**config.mk**
```make
export PLATFORM = sky130hd
export DESIGN_NAME = sram_like_arbiter
export DESIGN_NICKNAME = d
export VERILOG_FILES = /design/src/rtl/sram_like_arbiter.sv
export SDC_FILE = /design/constraint.sdc
export NUM_CORES = 1
export LEC_CHECK = 0
export CAP_MARGIN = 5
export CELL_PAD_IN_SITES_DETAIL_PLACEMENT = 1
export CELL_PAD_IN_SITES_GLOBAL_PLACEMENT = 2
export CORE_MARGIN = 2
export CORE_UTILIZATION = 10
export CTS_BUF_LIST = sky130_fd_sc_hd__clkbuf_4 sky130_fd_sc_hd__clkbuf_8
export DETAILED_ROUTE_END_ITERATION = 16
export PLACE_DENSITY_LB_ADDON = 0.1
export SLEW_MARGIN = 20
export SYNTH_ARGS = -nofsm -noshare
export SYNTH_HDL_FRONTEND = slang
export SYNTH_SLANG_ARGS = --single-unit
```
**constraint.sdc**
```tcl
create_clock -name clk -period 3.5 [get_ports clk]
set_input_delay 0.875 -clock clk [delete_from_list [all_inputs] [get_ports clk]]
set_output_delay 0.875 -clock clk [all_outputs]
set_load 0.01 [all_outputs]
```
**src/rtl/sram_like_arbiter.sv**
```systemverilog
// sram_like_arbiter
//   Shares one downstream sram-like memory port between the instruction-fetch
//   requester and the data (MEM/EXE) requester. Data has priority while the
//   arbiter is unlocked. A request that is presented but not accepted locks
//   the grant until mem_addr_ok. A small in-order ID FIFO records who issued
//   each accepted request, so that mem_data_ok/mem_rdata are routed back to
//   the right requester.
//
// Ports
//   clk, reset                 : clock and synchronous active-high reset
//   inst_req/inst_addr         : fetch request (read, word size)
//   inst_addr_ok/inst_data_ok  : fetch accept / fetch response strobes
//   inst_rdata                 : fetch read data (mem_rdata pass-through)
//   data_req/wr/size/addr/wdata: data request fields
//   data_addr_ok/data_data_ok  : data accept / data response strobes
//   data_rdata                 : load data (mem_rdata pass-through)
//   mem_req/wr/size/addr/wdata : downstream request fields
//   mem_addr_ok/mem_data_ok    : downstream accept / response strobes
//   mem_rdata                  : downstream read data
module sram_like_arbiter #(
  parameter int MAX_OUTSTANDING = 2
) (
  input  logic        clk,
  input  logic        reset,
  input  logic        inst_req,
  input  logic [31:0] inst_addr,
  output logic        inst_addr_ok,
  output logic        inst_data_ok,
  output logic [31:0] inst_rdata,
  input  logic        data_req,
  input  logic        data_wr,
  input  logic [1:0]  data_size,
  input  logic [31:0] data_addr,
  input  logic [31:0] data_wdata,
  output logic        data_addr_ok,
  output logic        data_data_ok,
  output logic [31:0] data_rdata,
  output logic        mem_req,
  output logic        mem_wr,
  output logic [1:0]  mem_size,
  output logic [31:0] mem_addr,
  output logic [31:0] mem_wdata,
  input  logic        mem_addr_ok,
  input  logic        mem_data_ok,
  input  logic [31:0] mem_rdata
);

  localparam int PW = $clog2(MAX_OUTSTANDING);
  localparam int CW = PW + 1;

  logic [CW-1:0]              count_r;
  logic [PW-1:0]              rd_ptr_r;
  logic [PW-1:0]              wr_ptr_r;
  logic [MAX_OUTSTANDING-1:0] id_fifo_r;   // 0 = inst, 1 = data
  logic                       lock_r;
  logic                       lock_sel_r;  // 1 = data holds the lock

  logic sel_data_s;
  logic full_s;
  logic req_s;
  logic handshake_s;
  logic pop_s;
  logic head_s;

  // Grant selection, acceptance and response routing.
  always_comb begin
    sel_data_s  = lock_r ? lock_sel_r : data_req;
    full_s      = (count_r == CW'(MAX_OUTSTANDING));
    // No bypass: a full FIFO blocks requests even when a pop happens this cycle.
    req_s       = !reset && !full_s && (inst_req || data_req);
    handshake_s = req_s && mem_addr_ok;
    // A response with nothing outstanding is a protocol error and is dropped.
    pop_s       = !reset && mem_data_ok && (count_r != '0);
    head_s      = id_fifo_r[rd_ptr_r];

    mem_req      = req_s;
    mem_wr       = sel_data_s ? data_wr    : 1'b0;
    mem_size     = sel_data_s ? data_size  : 2'b10;
    mem_addr     = sel_data_s ? data_addr  : inst_addr;
    mem_wdata    = sel_data_s ? data_wdata : 32'h0000_0000;

    inst_addr_ok = handshake_s && !sel_data_s;
    data_addr_ok = handshake_s &&  sel_data_s;
    inst_data_ok = pop_s && !head_s;
    data_data_ok = pop_s &&  head_s;
    inst_rdata   = mem_rdata;
    data_rdata   = mem_rdata;
  end

  // ID FIFO, occupancy count and grant lock state.
  always_ff @(posedge clk) begin
    if (reset) begin
      count_r    <= '0;
      rd_ptr_r   <= '0;
      wr_ptr_r   <= '0;
      id_fifo_r  <= '0;
      lock_r     <= 1'b0;
      lock_sel_r <= 1'b0;
    end else begin
      if (handshake_s) begin
        id_fifo_r[wr_ptr_r] <= sel_data_s;
        wr_ptr_r            <= wr_ptr_r + PW'(1);
      end else begin
        wr_ptr_r <= wr_ptr_r;
      end

      if (pop_s) begin
        rd_ptr_r <= rd_ptr_r + PW'(1);
      end else begin
        rd_ptr_r <= rd_ptr_r;
      end

      case ({handshake_s, pop_s})
        2'b10:   count_r <= count_r + CW'(1);
        2'b01:   count_r <= count_r - CW'(1);
        default: count_r <= count_r;
      endcase

      // A presented but unaccepted request pins the grant to its requester.
      if (handshake_s) begin
        lock_r <= 1'b0;
      end else if (req_s) begin
        lock_r     <= 1'b1;
        lock_sel_r <= sel_data_s;
      end else begin
        lock_r <= lock_r;
      end
    end
  end

endmodule

```
==> out/results.ini, run 1 <==
[status]
status=finished clean

[power_and_ir_drop]
irDropWorstVdd_mv=0.0802
powerDensity_nw_per_um2=203
power_mw=0.657
power_leakage_nw=1.23

[sta]
rsz0062_at_grt=no
min_period_over_period=0.973
hold_viol_final=0
skew_ps=4.62
fin_crit_ps=3410
clock.fmax_mhz=294
slew_violations=0
tightest_slew_ps=388
setup_violations=0
relSlewSlack=0.739

[layout]
stdcell_count=517
drive_above_1_share=0.163
final_nets=446
area_growth_pct=107
final_common_cell=clkdlybuf4s50_1
nFillCells=1795
antenna_cells=0
mostFrequentLayoutCells=clkdlybuf4s50_1 (173), mux2_2 (32), nor2b_1 (21)

[routing]
drc=0
vias=1678
ant_nets=0
avgViaCountPerCell=3.25
routedWlPerCell_um=14.3
drt_iter0_markers=11
drtPass1Iterations=2
routed_wl_um=7370

[logic_synthesis]
synth_warnings=0
ys_types=34
avgSynthCellArea_um2=8.41
synthCells=186
synth_seq_area_share=0.102
synth-seq-cells=8
synth_fp_nets=324
syn_area_um2=1560

[worst_setup_path]
path_buf_inv=3
slowest_stage=clkdlybuf4s50_1
cp-start-kind=primary input
end_kind=primary output
r2r_setup_slack_ps=1710
max_stage_delay_ps=490
crit_type=primary input to primary output
crit_family=buffers and inverters
crit_chain=dlygate4sd2_1 > mux2i_4 > bufbuf_16 > mux2_2 > clkdlybuf4s50_1
arrival_ps=2530
path_max_fanout=9
required_ps=2620

[clock_network]
insertion_delay_ps=230
cts.htree.levels=1
ctsRootBufferMaster=clkbuf_8
clock_path_buffers=2
cts.clk_slew.worst_paths_ps=40
clock_sinks=8
cts_buffers=3
cts_tree=yes

[place]
gp_congestion=0.661
port_buffers=176
hpwl_um=6310
placed_cells=511

[die]
dieHeight_um=129
die_w_um=129
start_util=0.103
row_count=45
dieArea_um2=16700
core_um2=15300
ioPinCount=273

[grt]
grt_pass1_wl_um=10100
track_usage=0.0794
grt_start_max_net_pins=25
antenna_found_initial=0
overflow=0
grt_pass1_vias=1776

[flow_run]
maxCapViolCount=0

[worst_hold_path]
hp-class=register to register

[final timing paths]
path	to	startpoint	depth (start not counted)
worst max register to register	count_r[1]$_SDFFE_PP0P_	count_r[0]$_SDFFE_PP0P_	6
worst min register to register	id_fifo_r[0]$_SDFFE_PP0P_	id_fifo_r[0]$_SDFFE_PP0P_	2
worst max-delay path	mem_addr[22]	data_req	5
worst min-delay path	id_fifo_r[0]$_SDFFE_PP0P_	id_fifo_r[0]$_SDFFE_PP0P_	2
[power by group]
part	internal [mW]	total, mW	switching (mW)
combinational	0.295	0.436	0.141
sequential	0.0995	0.107	0.00752
clock	0.0748	0.114	0.0390
[cells in the mapped netlist]
library cell | count | area [µm²]
nor2b_1 | 21 | 131
clkbuf_1 | 2 | 7.51
o311a_1 | 1 | 10.0
xor2_1 | 2 | 17.5
nand4_1 | 1 | 6.26
mux2i_4 | 1 | 22.5
buf_4 | 64 | 480
nand2b_1 | 1 | 6.26
and2b_1 | 16 | 120
dfxtp_1 | 8 | 160
xnor2_1 | 1 | 8.76
mux2i_1 | 1 | 10.0
nor2_1 | 6 | 22.5
or3_1 | 1 | 6.26
o311ai_0 | 1 | 8.76
nor4_1 | 1 | 6.26
and2_1 | 1 | 6.26
clkbuf_8 | 3 | 41.3
nand2_1 | 2 | 7.51
o31ai_1 | 1 | 7.51
clkbuf_2 | 1 | 5.00
ha_1 | 1 | 12.5
mux2_2 | 32 | 360
or2_2 | 1 | 6.26
nand3_1 | 1 | 5.00
o211ai_1 | 1 | 7.51
a21oi_1 | 1 | 5.00
nor3_1 | 1 | 5.00
o21ai_0 | 3 | 15.0
o21a_1 | 2 | 15.0
buf_2 | 2 | 10.0
o211a_1 | 1 | 10.0
a31o_1 | 1 | 8.76
inv_1 | 3 | 11.3
[metrics by stage]
step	utilization	cell area [µm²]	hold WS, ps	setup WS, ps	TNS, ps
2_1_floorplan	-	1560	434	919	0
3_3_place_gp	0.206	3150	471	-103	-3080
3_5_place_dp	0.206	3150	479	-113	-3270
4_1_cts	0.213	3240	490	48.0	0
5_1_grt	0.213	3240	529	7.91	0
6_report	0.213	3240	481	93.7	0
[kinds of logic after synthesis]
| kind of cell | share of synthesized area |
|---|---|
| compound gates | 0.0560 |
| xor+xnor | 0.0168 |
| fa+ha+maj | 0.00800 |
| buf+inv | 0.355 |
| flops | 0.102 |
| mux | 0.251 |
| simple gates | 0.210 |
[routing by layer]
layer | GRT usage | routed length (µm) | part of all wire
met5 | 0 | 0 | 0
met4 | 0.0301 | 190 | 0.026
met3 | 0.0289 | 896 | 0.12
met2 | 0.151 | 3820 | 0.52
met1 | 0.0784 | 2460 | 0.33
[timing repair]
action | CTS | global route
gates resized for setup | 3 | 0
hold buffers | 0 | 0
endpoints found under the setup margin | 50 | 0
setup buffers | 2 | 0
[registers in the layout, indices dropped and copies added (netlist names)]
name	cells
lock_r	1
count_r	2
rd_ptr_r	1
wr_ptr_r	1
lock_sel_r	1
id_fifo_r	2
[worst min-delay path: stages, from the launching register on]
cell and delay (ps):
dfxtp_1 310, nand2_1 60, mux2i_1 60
[final cells by class]
type,instances,area [µm²],share of cell area
sequential,8,160,0.0494
inverter,3,11.3,0.00347
tap,211,264,0.0814
multi-input combinational,103,848,0.262
clock buffer,3,41.3,0.0127
timing repair buffer,189,1920,0.591
No activity file was read; power rests on OpenSTA's default activity.
==> run 2: changes to the inputs <==
--- a/config.mk
+++ b/config.mk
@@ -13,7 +13,6 @@
 export CTS_BUF_LIST = sky130_fd_sc_hd__clkbuf_4 sky130_fd_sc_hd__clkbuf_8
 export DETAILED_ROUTE_END_ITERATION = 16
 export PLACE_DENSITY_LB_ADDON = 0.1
-export SLEW_MARGIN = 20
 export SYNTH_ARGS = -nofsm -noshare
 export SYNTH_HDL_FRONTEND = slang
 export SYNTH_SLANG_ARGS = --single-unit
==> results of run 2 <==
The final DEF is identical to that of run 1; final timing and power are the same.
==> run 3: changes to the inputs <==
--- a/config.mk
+++ b/config.mk
@@ -8,6 +8,7 @@
 export CAP_MARGIN = 5
 export CELL_PAD_IN_SITES_DETAIL_PLACEMENT = 1
 export CELL_PAD_IN_SITES_GLOBAL_PLACEMENT = 2
+export CORE_ASPECT_RATIO = 0.7
 export CORE_MARGIN = 2
 export CORE_UTILIZATION = 10
 export CTS_BUF_LIST = sky130_fd_sc_hd__clkbuf_4 sky130_fd_sc_hd__clkbuf_8
==> run 3 against run 2 <==
Non-clock buffer count is 3 higher. Wire length is 3.0% lower. Worst hold slack worse by 20 ps. Die area hardly changed. Count of clock-buffer cells in the layout stayed put. Design area is 1.4% lower. Critical path depth is 1 lower. Maximum frequency is 3.1% higher. Sequential power hardly changed. Utilization is 0.49 points lower. Highest routed layer unchanged.
==> out/results.ini, run 3 (same netlist as run 1, synthesis figures left out) <==
[worst_setup_path]
crit_family=buffers and inverters
path_buf_inv=2
cp-start-kind=primary input
path_max_fanout=3
r2r_start=count_r[0]$_SDFFE_PP0P_
reg2reg_to=count_r[1]$_SDFFE_PP0P_
cp_common_cell=clkdlybuf4s50_1
r2r_cells=6
arrival_ps=2430
max_stage_delay_ps=580
cp.depth=4
slowest_stage=clkdlybuf4s50_1
end_kind=primary output
r2r_setup_slack_ps=1530
crit_type=primary input to primary output
crit_path_end=inst_data_ok
crit_chain=clkdlybuf4s50_1 > o21ai_0 > nor4_1 > clkdlybuf4s50_1
crit_start=mem_data_ok
required_ps=2620

[grt]
grt_start_max_net_pins=23
grt_pass1_vias=1673
overflow=0
track_usage=0.0770
grt_pass1_wl_um=9920
antenna_found_initial=0

[sta]
setup_violations=0
layout_setup_ws_ps=196
fin_crit_ps=3300
hold_viol_final=0
tightest_slew_ps=495
clock.fmax_mhz=303
slew_violations=0
rsz0062_at_grt=no
relSlewSlack=0.667
hold_slack_ps=462
skew_ps=3.63
min_period_over_period=0.944

[routing]
drc=0
routed_wl_um=7150
drtPass1Iterations=4
ant_nets=0
vias=1621
drt_iter0_markers=31
routedWlPerCell_um=14.0
avgViaCountPerCell=3.18

[clock_network]
cts_tree=yes
insertion_delay_ps=230
cts.clk_slew.worst_paths_ps=40
ctsRootBufferMaster=clkbuf_8
cts.htree.levels=1
cts_buffers=3
clock_sinks=8
clock_path_buffers=2

[die]
die_w_um=153
core_um2=15400
dieArea_um2=16700
dieHeight_um=109
start_util=0.102
ioPinCount=273
row_count=38

[layout]
area_growth_pct=105
final_nets=449
reg.largest.list=count_r (2), id_fifo_r (2)
fin_area_um2=3200
drive_above_1_share=0.175
mostFrequentLayoutCells=clkdlybuf4s50_1 (125), dlygate4sd2_1 (49), mux2_2 (32)
stdcell_count=509
final_common_cell=clkdlybuf4s50_1
antenna_cells=0

[place]
pre_cts_slack_ps=-105
placed_cells=502
placed_area_um2=3130
hpwl_um=5870
port_buffers=176
gp_congestion=0.649

[power_and_ir_drop]
irDropWorstVdd_mv=0.0881
power_leakage_nw=1.34
powerDensity_nw_per_um2=196

[status]
status=finished clean

[worst_hold_path]
hp-class=register to register

[flow_run]
maxCapViolCount=0

run 3: worst min-delay path by stage:
stage | start | end | slack [ps] | cells past startpoint
global placement | id_fifo_r[0]$_SDFFE_PP0P_ | id_fifo_r[0]$_SDFFE_PP0P_ | 460 | 2
floorplan | id_fifo_r[0]$_SDFFE_PP0P_ | id_fifo_r[0]$_SDFFE_PP0P_ | 430 | 2
detailed placement | id_fifo_r[0]$_SDFFE_PP0P_ | id_fifo_r[0]$_SDFFE_PP0P_ | 470 | 2
global route | id_fifo_r[0]$_SDFFE_PP0P_ | id_fifo_r[0]$_SDFFE_PP0P_ | 510 | 2
CTS | id_fifo_r[0]$_SDFFE_PP0P_ | id_fifo_r[0]$_SDFFE_PP0P_ | 470 | 2
finish | id_fifo_r[0]$_SDFFE_PP0P_ | id_fifo_r[0]$_SDFFE_PP0P_ | 460 | 2
run 3: area by class of cell:
cell class              instances  area [µm²]
inverters                       3        11.3
clock buffers                   3        41.3
multi-input cells             103         853
fillers                      1824       12200
repair buffers                192        1880
flip-flops and latches          8         160
well taps                     200         250
run 3: what timing repair did:
item | CTS | global route
hold buffers | 0 | 0
gates cloned | 1 | 0
gates resized for setup | 53 | 3
hold endpoints to repair | 0 | 0
setup endpoints to repair | 36 | 14
buffers inserted | 2 | 1
pin swaps | 0 | 0
run 3: stage by stage:
step	utilization	setup TNS (ps)	power (mW)
after floorplan	-	0	0.337
after global placement	0.203	-2670	0.541
after detailed placement	0.203	-2420	0.538
after CTS	0.207	0	0.642
after global routing	0.208	0	0.673
final	0.208	0	0.628
run 3: power breakdown:
group | total, mW | internal (mW) | leakage (nW) | switching (mW)
combinational | 0.407 | 0.264 | 1.26 | 0.143
sequential | 0.107 | 0.0995 | 0.0655 | 0.00781
clock | 0.114 | 0.0748 | 0.0216 | 0.0391
total | 0.628 | 0.439 | 1.34 | 0.190
run 3: metal layers:
metal / global-route usage / routed length [µm] / vias to the layer above
li1: - / - / 796
met2: 0.124 / 3340 / 107
met5: 0 / 0 / -
met1: 0.0952 / 2910 / 712
met4: 0.0125 / 30 / 0
met3: 0.0378 / 865 / 6
run 3: worst min-delay path, cell delays in order (launching register included):
cell and delay [ps]:
dfxtp_1 300, nand2_1 50, mux2i_1 60
